## config.mk

```make
export PLATFORM = sky130hd
export DESIGN_NAME = imem_load_ctrl
export DESIGN_NICKNAME = d
export VERILOG_FILES = /design/src/rtl/imem_load_ctrl.sv
export SDC_FILE = /design/constraint.sdc
export NUM_CORES = 1
export LEC_CHECK = 0
export CORE_MARGIN = 10
export CORE_UTILIZATION = 38
export DETAILED_ROUTE_END_ITERATION = 10
export GPL_TIMING_DRIVEN = 0
export SETUP_SLACK_MARGIN = 0.02
export SYNTH_ARGS = -nofsm -noshare
export SYNTH_HDL_FRONTEND = slang
export SYNTH_SLANG_ARGS = --single-unit
```

## constraint.sdc

```tcl
create_clock -name clk -period 4.8 [get_ports clk]
set_input_delay 0.96 -clock clk [delete_from_list [all_inputs] [get_ports clk]]
set_output_delay 0.96 -clock clk [all_outputs]
set_load 0.005 [all_outputs]
```

## src/rtl/imem_load_ctrl.sv

```systemverilog
// -----------------------------------------------------------------------------
// imem_load_ctrl
//
// Loads a program into instruction memory from a byte stream. The CPU fetch
// stage is held off while a load is in progress.
//
// Bytes are packed MSB-first into LEN_WORD-bit words. Each completed word is
// written to instruction memory on the cycle after its last byte arrives.
// The stream can run at one byte per cycle with no bubbles.
//
// Optional feature (compile-time macro IMEM_LOAD_CTRL_CLEAR_EN):
//   When defined, the words above the loaded program (addresses load_len up
//   to SIZE_MEM-1) are zero-filled after the load, one word per cycle.
//   When undefined, the CLEAR state and its logic do not exist.
//
// Ports:
//   clk         rising-edge clock
//   reset       asynchronous, active-high reset
//   load_start  single-cycle request to begin a load (acted on in IDLE only)
//   load_len    number of words to load, sampled with load_start
//   in_valid    byte-stream valid
//   in_data     program byte
//   in_ready    a byte is accepted on any cycle with in_valid & in_ready
//   mem_we      instruction-memory write strobe
//   mem_waddr   instruction-memory word address
//   mem_wdata   instruction-memory write data
//   cpu_stall   high in every state except IDLE
//   done        one-cycle pulse when the load (and clear, if present) ends
//   err         sticky flag; set by a request with load_len > SIZE_MEM
// -----------------------------------------------------------------------------
module imem_load_ctrl #(
  parameter int LEN_WORD = 32,
  parameter int SIZE_MEM = 256,
  parameter int ADDR_W   = 8
) (
  input  logic                clk,
  input  logic                reset,
  input  logic                load_start,
  input  logic [ADDR_W:0]     load_len,
  input  logic                in_valid,
  input  logic [7:0]          in_data,
  output logic                in_ready,
  output logic                mem_we,
  output logic [ADDR_W-1:0]   mem_waddr,
  output logic [LEN_WORD-1:0] mem_wdata,
  output logic                cpu_stall,
  output logic                done,
  output logic                err
);

  localparam int BYTES = LEN_WORD / 8;
  localparam int BCW   = (BYTES > 1) ? $clog2(BYTES) : 1;
  localparam logic [BCW-1:0]  LAST_BYTE = BCW'(BYTES - 1);
  localparam logic [ADDR_W:0] SIZE_L    = (ADDR_W + 1)'(SIZE_MEM);
`ifdef IMEM_LOAD_CTRL_CLEAR_EN
  localparam logic [ADDR_W-1:0] LAST_ADDR = ADDR_W'(SIZE_MEM - 1);
`endif

`ifdef IMEM_LOAD_CTRL_CLEAR_EN
  typedef enum logic [1:0] {IDLE, LOAD, CLEAR, DONE} state_t;
`else
  typedef enum logic [1:0] {IDLE, LOAD, DONE} state_t;
`endif

  state_t               state_q, state_d;
  logic [ADDR_W:0]      len_q, len_d;
  // Word counter doubles as the zero-fill address while clearing.
  logic [ADDR_W-1:0]    word_q, word_d;
  logic [BCW-1:0]       byte_q, byte_d;
  // Holds the first BYTES-1 bytes of the current word; the last byte is
  // appended directly from in_data when the word is written.
  logic [LEN_WORD-9:0]  asm_q, asm_d;
  logic                 we_q, we_d;
  logic [ADDR_W-1:0]    waddr_q, waddr_d;
  logic [LEN_WORD-1:0]  wdata_q, wdata_d;
  logic                 err_q, err_d;

  always_ff @(posedge clk or posedge reset) begin
    if (reset) begin
      state_q <= IDLE;
      len_q   <= '0;
      word_q  <= '0;
      byte_q  <= '0;
      asm_q   <= '0;
      we_q    <= 1'b0;
      waddr_q <= '0;
      wdata_q <= '0;
      err_q   <= 1'b0;
    end else begin
      state_q <= state_d;
      len_q   <= len_d;
      word_q  <= word_d;
      byte_q  <= byte_d;
      asm_q   <= asm_d;
      we_q    <= we_d;
      waddr_q <= waddr_d;
      wdata_q <= wdata_d;
      err_q   <= err_d;
    end
  end

  always_comb begin
    state_d = state_q;
    len_d   = len_q;
    word_d  = word_q;
    byte_d  = byte_q;
    asm_d   = asm_q;
    we_d    = 1'b0;
    waddr_d = waddr_q;
    wdata_d = wdata_q;
    err_d   = err_q;

    case (state_q)
      IDLE: begin
        if (load_start) begin
          if (load_len == '0) begin
            word_d  = '0;
`ifdef IMEM_LOAD_CTRL_CLEAR_EN
            state_d = CLEAR;
`else
            state_d = DONE;
`endif
          end else if (load_len <= SIZE_L) begin
            len_d   = load_len;
            word_d  = '0;
            byte_d  = '0;
            state_d = LOAD;
          end else begin
            err_d = 1'b1;
          end
        end
      end

      LOAD: begin
        // in_ready is constant 1 here, so in_valid alone marks acceptance.
        if (in_valid) begin
          if (byte_q == LAST_BYTE) begin
            byte_d  = '0;
            we_d    = 1'b1;
            waddr_d = word_q;
            wdata_d = {asm_q, in_data};
            if ({1'b0, word_q} == len_q - 1'b1) begin
`ifdef IMEM_LOAD_CTRL_CLEAR_EN
              if (len_q == SIZE_L) begin
                state_d = DONE;
              end else begin
                word_d  = word_q + 1'b1;
                state_d = CLEAR;
              end
`else
              state_d = DONE;
`endif
            end else begin
              word_d = word_q + 1'b1;
            end
          end else begin
            byte_d = byte_q + 1'b1;
            asm_d  = {asm_q[LEN_WORD-17:0], in_data};
          end
        end
      end

`ifdef IMEM_LOAD_CTRL_CLEAR_EN
      CLEAR: begin
        we_d    = 1'b1;
        waddr_d = word_q;
        wdata_d = '0;
        if (word_q == LAST_ADDR) begin
          state_d = DONE;
        end else begin
          word_d = word_q + 1'b1;
        end
      end
`endif

      DONE: begin
        state_d = IDLE;
      end

      default: begin
        state_d = IDLE;
      end
    endcase
  end

  assign in_ready  = (state_q == LOAD);
  assign cpu_stall = (state_q != IDLE);
  assign done      = (state_q == DONE);
  assign mem_we    = we_q;
  assign mem_waddr = waddr_q;
  assign mem_wdata = wdata_q;
  assign err       = err_q;

endmodule

```

## Yosys cells after proc, flatten, opt, wreduce, memory -nomap -nowiden

Index checks and enable logic that the tools add are counted.
Widths: inputs -> output; s select.

- $add $sub $neg: 3
- $lt $le $gt $ge: 1
- Eq/ne operators: 12
- Mux-type cells: 23
- Bitwise logic cells: 3
- Reduce and logical (&&, ||, !) cells: 11

Operators with widths:

| cell | number |
|---|---|
| $mux 8 | 6 |
| $mux 2 | 11 |
| $pmux 8 s2 | 1 |
| $ne 2x2->1 const B | 5 |
| $reduce_and 5->1 | 2 |
| $eq 8x9->1 | 1 |
| $le 9x9->1 const B | 1 |
| $logic_not 9->1 | 1 |
| $sub 9x1->9 const B | 1 |
| $add 8x1->8 const B | 1 |
| $pmux 2 s2 | 2 |
| $reduce_and 4->1 | 2 |
| $reduce_and 3->1 | 2 |
| $reduce_and 6->1 | 1 |
| $eq 2x2->1 const B | 2 |
| $ne 2x1->1 const B | 2 |
| $reduce_bool 2->1 | 2 |
| $mux 1 | 3 |
| $ne 3x3->1 const B | 1 |
| $not 1->1 | 3 |
| $add 2x1->2 const B | 1 |
| $eq 2x1->1 const B | 1 |
| $logic_not 2->1 | 1 |

- Bits in registers: 87
- Bits of input ports: 21
- Word-level logic and storage cells: 62

## Logic depth before layout (Yosys ltp)

- Depth after elaboration: 6
- Depth in mapped cells: 9
- Depth with buffers taken out: 8

## Worst setup path before layout

OpenSTA, ideal clock, no wires.

- Path type: input -> register
- Start: input port load_len[1]
- End: register len_q[2]
- Arrival time: 2.473 ns
- Required time: 4.675 ns
- Path slack: 2.203 ns
- Stages: 6
- Buffers on the path: 1
- Cells stage by stage: nor4_1 > nand2_1 > xor2_1 > and2_1 > clkbuf_1 > mux2_2

- Cells in the longest elaborated chain, start to end: 3

Ends and longest elaborated chain:

| element | line | RTL |
|---|---|---|
| start, declared | 39 | `input logic [ADDR_W:0] load_len,` |
| parallel branches: the longest is 2 deep, another holds $le 9x9->1 | -- |  |
| $reduce_and 4->1 (no source line) * | -- |  |
| end signal, assigned | 91 | `len_q <= len_d;` |
| end, declared | 66 | `logic [ADDR_W:0] len_q, len_d;` |

Mark *: on every way between the ends.
A chain may end at the register's enable or synchronous reset.

## Worst setup path in the final report

- Start: input port load_len[5]
- End: register len_q[6]

The elaborated chain is that of the path after synthesis.

==> out/results.txt <==
In this run the worst path has a maximum fanout of 10. STA classifies the critical path endpoint as a register. Fill cells in the final layout number 977.

The detail route stage leaves a number of antenna-violating nets equal to 0. After the first detailed-routing iteration, the DRC count stood at 166. The flow ran to the end, and the final reports show no timing, DRC or antenna violations. The finished cells cover 4900 µm².

Category of the critical setup timing path: primary input to register. Relative max-transition margin: 0.559. The routed design has 8960 µm of wire. At the end of routability-driven placement, the weighted congestion stood at 0.746. The area share of fa/ha/maj cells after synthesis was 0.00976; the global-route usage over all layers was 0.131. The dominant combinational cell family by area after synthesis is simple AND/OR/NAND/NOR gates. The commonest cells after synthesis are sky130_fd_sc_hd__nand2_1 (140), sky130_fd_sc_hd__dfrtp_1 (87), sky130_fd_sc_hd__mux2_2 (31).

Yosys mapped a number of flops with a built-in enable equal to 0. The run gives 2.83 mW as the sum of internal, switching and leakage power. The via count of the first global-routing pass is 3104, and the mean cell area of the mapped netlist is 10.3 µm². The share of synthesized cell area in and, or, nand and nor gates is 0.211. Derived from the worst setup path, the maximum achievable clock frequency is 333 MHz. For this run, the detailed router's first-pass iteration total came to 4. The shortest period the worst path allows was 3.01 ns; the count of instances resized after the clock tree is built was 0. The tree is rooted in a sky130_fd_sc_hd__clkbuf_8. The routed wirelength normalized by instance count came out at 15.2 µm. Leading area contributor after synthesis: sky130_fd_sc_hd__dfrtp_1. The total number of H-tree levels is 3, and the final layout net count is 475.

At the worst endpoint, the required time is 5.04 ns. Setup repair after global routing left no endpoint under its margin. Worst setup slack after layout: 1.79 ns. For the number of top-level pins, the log shows 66. For this run, design rule violations remaining after detail routing come to 0. Max-cap violations in this run came to 0.

The core region is 9820 µm². Clock sink count: 87. The areal power density over the cells came out at 577 nW/µm².

The data arrival at the endpoint of the critical path is 3.25 ns, and the share of the clock period used by the worst path is 0.626. Dividing the detail-routed via count by the number of cells gives 4.86. For the final database, setup skew stands at 0.00883 ns.

The clock input transition at the sequential cells of the worst setup and hold paths was 0.09 ns. Counting flops and latches in the post-synthesis netlist gives 87. Class of the tightest hold or removal check: register to register. TritonCTS built the clock tree. The post-route core utilization is 0.499. The number of setup buffers added after CTS came out at 0. The library cell with the highest instance count after synthesis is sky130_fd_sc_hd__nand2_1.

The die span in y was 121 µm; the number of rows in the core area was 36. Synthesized-area fraction occupied by xor and xnor cells: 0.0228. The fraction of synthesized area in multiplexers works out to 0.101.

Count of buffers from port buffering: 65. The initial core utilization is 0.392, and the insertion delay to the later sink of the worst-skew pair is 0.35 ns. Post-synthesis compound-gate area fraction: 0.0615.

The run gives 0.566 as the register area share after synthesis. Number of hold violations in the final report: 0. The run gives 2861 as the total number of vias. After detailed placement, the design holds a cell count of 573. The fraction of registers with async set or reset after synthesis was 1.00. After routing, the total negative slack on setup checks comes to 0 ns. Relative to the synthesized area, the layout overhead comes to 27.4%. Clock tree synthesis inserted a total of 9 buffers. The primary flip-flop cell chosen by synthesis mapping was sky130_fd_sc_hd__dfrtp_1. The first global-routing pass estimated 15600 µm of wire. Yosys attributes the largest share of cell area to sky130_fd_sc_hd__dfrtp_1 (57%), sky130_fd_sc_hd__nand2_1 (14%), sky130_fd_sc_hd__mux2_2 (9.1%), sky130_fd_sc_hd__xor2_1 (1.4%), sky130_fd_sc_hd__clkbuf_1 (1.2%).

Synthesis instantiated 46 different standard cells from the library. The initial antenna violation count is 0, and the static leakage power is 2.21 nW. The post-DP HPWL was 6620 µm. Final hold analysis gives a worst-case slack of 0.476 ns. For the pin with the worst max-slew slack, the measured transition is 0.659 ns.

The Yosys step of the flow raised 0 warnings. The die area is 14500 µm², and the number of buffers inserted for hold repair after clock tree synthesis is 0. The logs give 0.295 mV for the maximum vdd drop and 4690 µm² for the placed cell area.

The ratio of cells with drive above 1 in the final layout was 0.136; the post-place setup slack was 1.38 ns. The share of the synthesized area in the top cell type works out to 0.566. The clock passes through at most 2 buffers. The worst setup path is launched from a primary input.

For the number of standard cells in the layout, taps in and fillers out, the log shows 589. The number of nets in the synthesized netlist was 398; the largest net degree at the start of global routing was 72. The number of antenna diodes in the final layout is 0. The area of the mapped netlist was 3840 µm². The total congestion overflow after global routing is 0. The number of max-slew violations in the final report was 0; the die width was 121 µm. After technology mapping, the gate count stands at 374. The run gives 0 as the number of setup violations in the final report.
[layout make-up]
cell class | instances | area, µm² | area share
clock inverter | 7 | 83.8 | 0.0171
tap | 133 | 166 | 0.0340
timing repair buffer | 66 | 678 | 0.138
multi-input combinational | 264 | 1560 | 0.319
sequential | 87 | 2180 | 0.444
inverter | 7 | 28.8 | 0.00587
clock buffer | 9 | 124 | 0.0253
buffer | 16 | 78.8 | 0.0161
[where the power goes]
part	internal (mW)	total (mW)	leakage, nW	switching, mW
logic	0.580	1.03	1.02	0.447
registers	1.03	1.27	1.08	0.240
clock network	0.251	0.535	0.103	0.284
total	1.86	2.83	2.21	0.971
[worst max-delay path: stages]
cell and delay (ns):
sky130_fd_sc_hd__clkdlybuf4s50_1 0.42, sky130_fd_sc_hd__nor4_1 0.45, sky130_fd_sc_hd__nand2_1 0.23, sky130_fd_sc_hd__xor2_1 0.26, sky130_fd_sc_hd__and2_1 0.20, sky130_fd_sc_hd__clkbuf_1 0.35, sky130_fd_sc_hd__mux2_2 0.38
[sequential cells by signal (all words and copies together) (netlist names)]
signal	count
word_q	8
mem_waddr	8
mem_wdata	32
len_q	9
mem_we	1
err	1
state_q	2
asm_q	24
byte_q	2
[cell usage in the layout, fill, tap and decap left out, types with 2 or more instances in the layout]
cell	Yosys	layout
sky130_fd_sc_hd__a21oi_1	6	6
sky130_fd_sc_hd__and2_1	2	2
sky130_fd_sc_hd__clkbuf_1	12	12
sky130_fd_sc_hd__clkbuf_8	0	9
sky130_fd_sc_hd__clkdlybuf4s50_1	0	65
sky130_fd_sc_hd__dfrtp_1	87	87
sky130_fd_sc_hd__ha_1	3	3
sky130_fd_sc_hd__inv_1	6	5
sky130_fd_sc_hd__inv_6	0	3
sky130_fd_sc_hd__mux2_2	31	31
sky130_fd_sc_hd__mux2i_1	4	4
sky130_fd_sc_hd__nand2_1	140	140
sky130_fd_sc_hd__nand3_1	3	3
sky130_fd_sc_hd__nand3b_1	2	2
sky130_fd_sc_hd__nand4_1	2	2
sky130_fd_sc_hd__nor2_1	10	10
sky130_fd_sc_hd__nor2b_1	3	3
sky130_fd_sc_hd__nor3_1	7	7
sky130_fd_sc_hd__nor4_1	3	3
sky130_fd_sc_hd__o211ai_1	3	3
sky130_fd_sc_hd__o21ai_0	7	7
sky130_fd_sc_hd__o31ai_1	4	4
sky130_fd_sc_hd__or3_1	2	2
sky130_fd_sc_hd__or4_1	4	4
sky130_fd_sc_hd__xnor2_1	4	4
sky130_fd_sc_hd__xor2_1	6	6
[routing by layer]
metal / global-route usage / vias up / part of all wire
met5: 0 / - / 0
met4: 0.0271 / 0 / 0.0065
met3: 0.0493 / 5 / 0.063
met2: 0.227 / 66 / 0.51
met1: 0.152 / 1386 / 0.42
li1: - / 1404 / -
[kinds of logic (layout without fill, tap and decap cells)]
group,after synthesis,count (layout)
AND/OR/NAND/NOR,186,186
XOR/XNOR,10,10
AO/OA/AOI/OAI,30,30
adder cells (fa/ha/maj),3,3
flip-flops,87,87
buffers and inverters,23,105
multiplexers,35,35
[final timing paths]
path                                      startpoint                        end  slack [ns]  depth (start not counted)
worst max-delay path                     load_len[5]       len_q[6]$_DFFE_PP0P_        1.79                          7
worst min-delay path                 err$_DFFE_PP0P_            err$_DFFE_PP0P_        0.48                          1
worst max register to register  len_q[0]$_DFFE_PP0P_      word_q[3]$_DFFE_PP0P_        2.01                          9
worst min register to register       err$_DFFE_PP0P_            err$_DFFE_PP0P_        0.48                          1
max in group asynchronous                      reset  mem_wdata[31]$_DFFE_PP0P_        3.29                          3
min in group asynchronous                      reset       len_q[4]$_DFFE_PP0P_        0.89                          2
Power figures use the tool's default switching activity.
